File: config.mk
export PLATFORM = sky130hd
export DESIGN_NAME = lpif_ustrm_tx_shaper
export DESIGN_NICKNAME = d
export VERILOG_FILES = /design/src/rtl/lpif_ustrm_pkg.sv /design/src/rtl/lpif_ustrm_sfifo.sv /design/src/rtl/lpif_ustrm_tx_shaper.sv
export SDC_FILE = /design/constraint.sdc
export NUM_CORES = 1
export LEC_CHECK = 0
export CAP_MARGIN = 20
export CORE_AREA = 2 2 153 155
export CTS_CLUSTER_DIAMETER = 40
export CTS_CLUSTER_SIZE = 12
export DETAILED_ROUTE_END_ITERATION = 6
export DIE_AREA = 0 0 155 157
export PLACE_DENSITY = 0.82
export SYNTH_ARGS = -nofsm -noshare
export SYNTH_HDL_FRONTEND = slang
export SYNTH_SLANG_ARGS = --single-unit
export TNS_END_PERCENT = 1
File: constraint.sdc
create_clock -name clk_wr -period 8.1 [get_ports clk_wr]
set_clock_uncertainty 0.15 [all_clocks]
set_input_delay 1.215 -clock clk_wr [delete_from_list [all_inputs] [get_ports clk_wr]]
set_output_delay 1.215 -clock clk_wr [all_outputs]
set_load 0.005 [all_outputs]
File: src/rtl/lpif_ustrm_pkg.sv
// Shared types for the LPIF upstream transmit shaper.
// Shaper FSM states, flit entry layout and LPIF state codes.
package lpif_ustrm_pkg;

  localparam int USTRM_DATA_W = 32;

  typedef enum logic [1:0] {
    OFFLINE,
    RUN,
    DRAIN,
    APPLY
  } shaper_st_t;

  typedef struct packed {
    logic [1:0]              protid;
    logic                    crc;
    logic                    crc_valid;
    logic [USTRM_DATA_W-1:0] data;
  } ustrm_entry_t;

  localparam logic [3:0] LPIF_RESET     = 4'h0;
  localparam logic [3:0] LPIF_ACTIVE    = 4'h1;
  localparam logic [3:0] LPIF_L1        = 4'h4;
  localparam logic [3:0] LPIF_L2        = 4'h8;
  localparam logic [3:0] LPIF_LINKRESET = 4'h9;
  localparam logic [3:0] LPIF_RETRAIN   = 4'hB;
  localparam logic [3:0] LPIF_DISABLED  = 4'hC;

endpackage

File: src/rtl/lpif_ustrm_sfifo.sv
// Synchronous FIFO for shaper flits.
// The head is read straight from storage, so it is visible the cycle after its write.
module lpif_ustrm_sfifo #(
  parameter int DEPTH = 8,
  parameter int W     = 36
) (
  input  logic                   clk,
  input  logic                   rst_n,
  input  logic                   push,
  input  logic                   pop,
  input  logic [W-1:0]           wdata,
  output logic [W-1:0]           rdata,
  output logic                   full,
  output logic                   empty,
  output logic [$clog2(DEPTH):0] level
);

  localparam int AW = $clog2(DEPTH);

  logic [W-1:0]  mem [DEPTH];
  logic [AW-1:0] wptr;
  logic [AW-1:0] rptr;

  always_ff @(posedge clk) begin
    if (push) mem[wptr] <= wdata;
  end

  // Pointers wrap naturally since DEPTH is a power of two.
  always_ff @(posedge clk) begin
    if (!rst_n) begin
      wptr  <= '0;
      rptr  <= '0;
      level <= '0;
    end else begin
      if (push) wptr <= wptr + 1'b1;
      if (pop)  rptr <= rptr + 1'b1;
      case ({push, pop})
        2'b10:   level <= level + 1'b1;
        2'b01:   level <= level - 1'b1;
        default: level <= level;
      endcase
    end
  end

  assign rdata = mem[rptr];
  assign full  = (level == (AW+1)'(DEPTH));
  assign empty = (level == '0);

endmodule

File: src/rtl/lpif_ustrm_tx_shaper.sv
// Upstream feeder for the LPIF slave link: buffers adapter flits
// and orders LPIF state changes behind queued data.
module lpif_ustrm_tx_shaper
  import lpif_ustrm_pkg::*;
#(
  parameter int DEPTH  = 8,
  parameter int DATA_W = 32
) (
  input  logic                   clk_wr,
  input  logic                   rst_wr_n,
  input  logic                   tx_online,
  input  logic                   usr_valid,
  output logic                   usr_ready,
  input  logic [DATA_W-1:0]      usr_data,
  input  logic [1:0]             usr_protid,
  input  logic                   usr_crc,
  input  logic                   usr_crc_valid,
  input  logic                   state_req,
  input  logic [3:0]             state_val,
  output logic                   state_ack,
  output logic [3:0]             ustrm_state,
  output logic [1:0]             ustrm_protid,
  output logic [DATA_W-1:0]      ustrm_data,
  output logic                   ustrm_dvalid,
  output logic                   ustrm_crc,
  output logic                   ustrm_crc_valid,
  output logic                   ustrm_valid,
  output logic [$clog2(DEPTH):0] fifo_level
);

  typedef struct packed {
    logic [1:0]        protid;
    logic              crc;
    logic              crc_valid;
    logic [DATA_W-1:0] data;
  } entry_t;

  shaper_st_t st;
  shaper_st_t st_nx;
  entry_t     wr_e;
  entry_t     rd_e;
  logic       full;
  logic       empty;
  logic       push;
  logic       pop;
  logic       apply;

  assign usr_ready = !full && (st != DRAIN) && (st != APPLY);
  assign push      = usr_valid && usr_ready;
  assign pop       = ((st == RUN) || (st == DRAIN)) && tx_online && !empty;
  assign wr_e      = '{usr_protid, usr_crc, usr_crc_valid, usr_data};

  lpif_ustrm_sfifo #(
    .DEPTH (DEPTH),
    .W     ($bits(entry_t))
  ) u_fifo (
    .clk   (clk_wr),
    .rst_n (rst_wr_n),
    .push  (push),
    .pop   (pop),
    .wdata (wr_e),
    .rdata (rd_e),
    .full  (full),
    .empty (empty),
    .level (fifo_level)
  );

  always_comb begin
    st_nx = st;
    unique case (st)
      OFFLINE: if (tx_online) st_nx = RUN;
      RUN: begin
        if (!tx_online)     st_nx = OFFLINE;
        else if (state_req) st_nx = DRAIN;
      end
      DRAIN: begin
        if (!tx_online)          st_nx = OFFLINE;
        else if (empty && !pop)  st_nx = APPLY;
      end
      APPLY: st_nx = RUN;
    endcase
  end

  // State and ack are registered on entry so both show during APPLY.
  assign apply = (st == DRAIN) && (st_nx == APPLY);

  always_ff @(posedge clk_wr) begin
    if (!rst_wr_n) begin
      st              <= OFFLINE;
      state_ack       <= 1'b0;
      ustrm_state     <= LPIF_RESET;
      ustrm_protid    <= '0;
      ustrm_data      <= '0;
      ustrm_dvalid    <= 1'b0;
      ustrm_crc       <= 1'b0;
      ustrm_crc_valid <= 1'b0;
      ustrm_valid     <= 1'b0;
    end else begin
      st              <= st_nx;
      state_ack       <= apply;
      ustrm_valid     <= tx_online && (st != OFFLINE);
      ustrm_dvalid    <= pop;
      ustrm_data      <= pop ? rd_e.data : '0;
      ustrm_crc       <= pop && rd_e.crc;
      ustrm_crc_valid <= pop && rd_e.crc_valid;
      if (pop)   ustrm_protid <= rd_e.protid;
      if (apply) ustrm_state  <= state_val;
    end
  end

endmodule

==> out/summary.txt <==
TNS Setup -> 0 ps
Peak VDD IR -> 0.1506 mV
Post-CTS sizing -> 0
Power per Cell Area -> 257.1 nW/um^2
Dpl cell area -> 14160 sq um
Clock transition at path regs -> 50 ps
Rows -> 55
Slowest-stage cell, CP -> clkdlybuf4s50_1
Global-route wire length before repair -> 39650 um
Post-synthesis cell count -> 625
Max Cap Viol -> 0
Die area -> 24340 sq um
Worst hold start -> ustrm_state[3]
Met3 GRT Util -> 5.066%
Final period util -> 47.75%
Worst min path class -> reg2reg
Remaining DRCs -> 0
Slew at the pin closest to its max-slew limit -> 1101 ps
Synth Cell Area -> 12900 sq um
Area of the multi-input gates -> 2923 sq um
Vias -> 6336
Met2 Use GR -> 37.74%
Startpoint Class -> flip-flop
Warnings, synthesis -> 0
GRT Residual Overflow -> 0
Reg-to-Reg Start -> st[0]
Die width -> 155 um
Die Ht -> 157 um
Ports -> 93
Yosys cell types -> 47
TritonCTS clock tree -> done
Postcts setup bufs -> 0
Post-synthesis sequential area ratio -> 76.05%
IO Port Bufs -> 92
Leak Pwr -> 4.912 nW
Critical path's top delay family -> simple AND/OR/NAND/NOR gates
1st-iter DRT viols -> 532
Syn Area/Cell -> 20.64 sq um
Status -> complete, no violations
Share of layout cells above drive strength 1 -> 21.03%
Crit-path max cell delay -> 510 ps
Detailed-router iteration count before antenna repair -> 5
Hold Buf Count CTS -> 0
Final instance area -> 15420 sq um
Register Area -> 9818 sq um
NumNets Final -> 798
Crit path buffers/inverters -> 2
Top_reg_cell synth -> edfxtp_1
Crit path arrival time -> 2500 ps
Initial antenna violation count -> 1
Fin util -> 68.51%
Core area -> 22500 sq um
Fmax achieved -> 0.2586 GHz
Number of global-route vias before repair -> 6702
Worst-path cell chain -> inv_1 -> ha_1 -> nor2_1 -> and2_2 -> clkdlybuf4s50_1
Pins Over Slew Limit -> 0
Total CTS buffers -> 39
CTS Sinks -> 346
Pwr Total -> 3.964 mW
FF-to-FF setup slack -> 4940 ps
Syn_nets -> 679
Crit path depth -> 5
Min Tclk post-route -> 3868 ps
Ys async rst share -> 0%
Post-DP HPWL -> 13600 um
Vias per cell -> 5.972
Worst Hold Depth -> 2
CTS root buf -> clkbuf_16
Reg2Reg Depth -> 11
Worst Path Max Fanout -> 8
Clock Path Buffers -> 3
Gpl congestion -> 0.7570
Hold EP -> ustrm_state[3]
Drt wl/cell -> 24.44 um
Busiest layer in global routing -> met2
GRT met1 Usage -> 27.95%
#FFs+latches synth -> 346
Worst-Skew Late Latency -> 530 ps
Final setup vio count -> 0
Dpl ws -> 4114 ps
Post-synth EDFFs -> 288
R2R Path End -> u_fifo.level[2]
Final WS setup -> 4232 ps
Worst endpoint required time -> 6730 ps
Crit. End Element -> primary output
CTS H-tree depth -> 2
Final hold vios -> 0
Max-slew headroom -> 26.62%
Layout fillers -> 1300
Area Overhead vs Synth -> 19.53%
Final WL -> 25930 um
Final ANT Viol Nets -> 0
CP Class -> reg2out
GRT Util Overall -> 22.01%
Starting density of the core -> 57.32%
Largest net degree at the start of global routing -> 73
RSZ-0062 raised after global routing -> no
-- power by group --
part | leakage, nW | internal [mW] | switching [mW]
registers | 3.09 | 1.99 | 0.0355
logic | 1.22 | 0.124 | 0.123
clock network | 0.603 | 1.02 | 0.669
-- synth_stat cells, types with 3 or more instances --
cell | number | area, sq um
mux2i_1 | 44 | 440.4
buf_4 | 9 | 67.56
and2_1 | 3 | 18.77
inv_1 | 4 | 15.01
buf_6 | 5 | 56.30
nor3b_1 | 4 | 30.03
a211oi_1 | 4 | 30.03
o21ai_0 | 3 | 15.01
a21oi_1 | 6 | 30.03
nor2_1 | 45 | 168.9
ha_1 | 9 | 112.6
clkbuf_1 | 8 | 30.03
nand2b_1 | 3 | 18.77
nand2_1 | 12 | 45.04
mux4_2 | 72 | 1622
edfxtp_1 | 288 | 8648
xor2_1 | 4 | 35.03
xnor2_1 | 3 | 26.28
dfxtp_1 | 58 | 1161
buf_2 | 5 | 25.02
buf_1 | 3 | 11.26
-- worst reg2reg max path, stage by stage (launching register included) --
cell and delay [ps]:
dfxtp_1 460, inv_1 100, ha_1 310, nor2_1 350
nand3_4 220, ha_1 330, xor2_1 170, ha_1 190
a21oi_1 230, xor2_1 130, or3_1 320, a21oi_1 140
-- worst max-delay path by stage --
stage | startpoint | slack (ps) | endpoint
after floorplan | usr_valid | 2280 | u_fifo.mem[4][0]
after global placement | tx_online | 4310 | u_fifo.level[2]
after detailed placement | tx_online | 4110 | u_fifo.level[2]
after CTS | st[0] | 4250 | usr_ready
after global routing | st[0] | 4100 | usr_ready
final | st[0] | 4230 | usr_ready
-- cell usage in the layout (no fill, tap or decap), types with 12 or more instances in the layout --
master,count
dfxtp_1,55
edfxtp_1,288
nor2_1,44
nand2_1,12
clkbuf_1,18
mux2i_1,44
buf_4,17
mux4_2,72
clkdlybuf4s50_1,92
clkbuf_16,40
-- registers in the layout, indices dropped and copies added, names as in the netlist, named ones only --
register	flops
ustrm_data	32
state_ack	1
u_fifo.rptr	3
u_fifo.wptr	3
ustrm_valid	1
ustrm_protid	2
u_fifo.mem	288
ustrm_dvalid	1
u_fifo.level	4
st	2
ustrm_crc_valid	1
ustrm_crc	1
ustrm_state	4
-- per-stage QoR --
step,hold slack (ps),cells
final,309.7,1061
after CTS,312.3,1060
after global placement,293.2,988
after global routing,337.2,1060
after floorplan,301.1,625
after detailed placement,305.0,988
-- metal layers --
metal	up-vias	part of all wire, %
met5	-	0.046
met4	2	2.7
met3	49	6.8
met2	253	52
met1	3275	38
li1	2757	-
-- cells by family (layout without fill, tap and decap cells) --
family	count (synthesis)	after routing	share of synthesized area, %
mux	117	117	16.07
fa+ha+maj	9	9	0.8730
other cells	0	1	0
buf+inv	35	185	1.649
compound gates	22	22	1.203
flops	346	346	76.05
simple gates	89	89	3.677
xor+xnor	7	7	0.4753
-- final cells by class --
cell class | count | share of cell area (%)
flip-flops and latches | 346 | 63.68
multi-input cells | 244 | 18.96
clock buffers | 62 | 7.288
repair buffers | 109 | 6.801
well taps | 285 | 2.313
clock inverters | 10 | 0.8440
inverters | 4 | 0.09739
diodes | 1 | 0.01623
(Power assumes the default switching activity.)
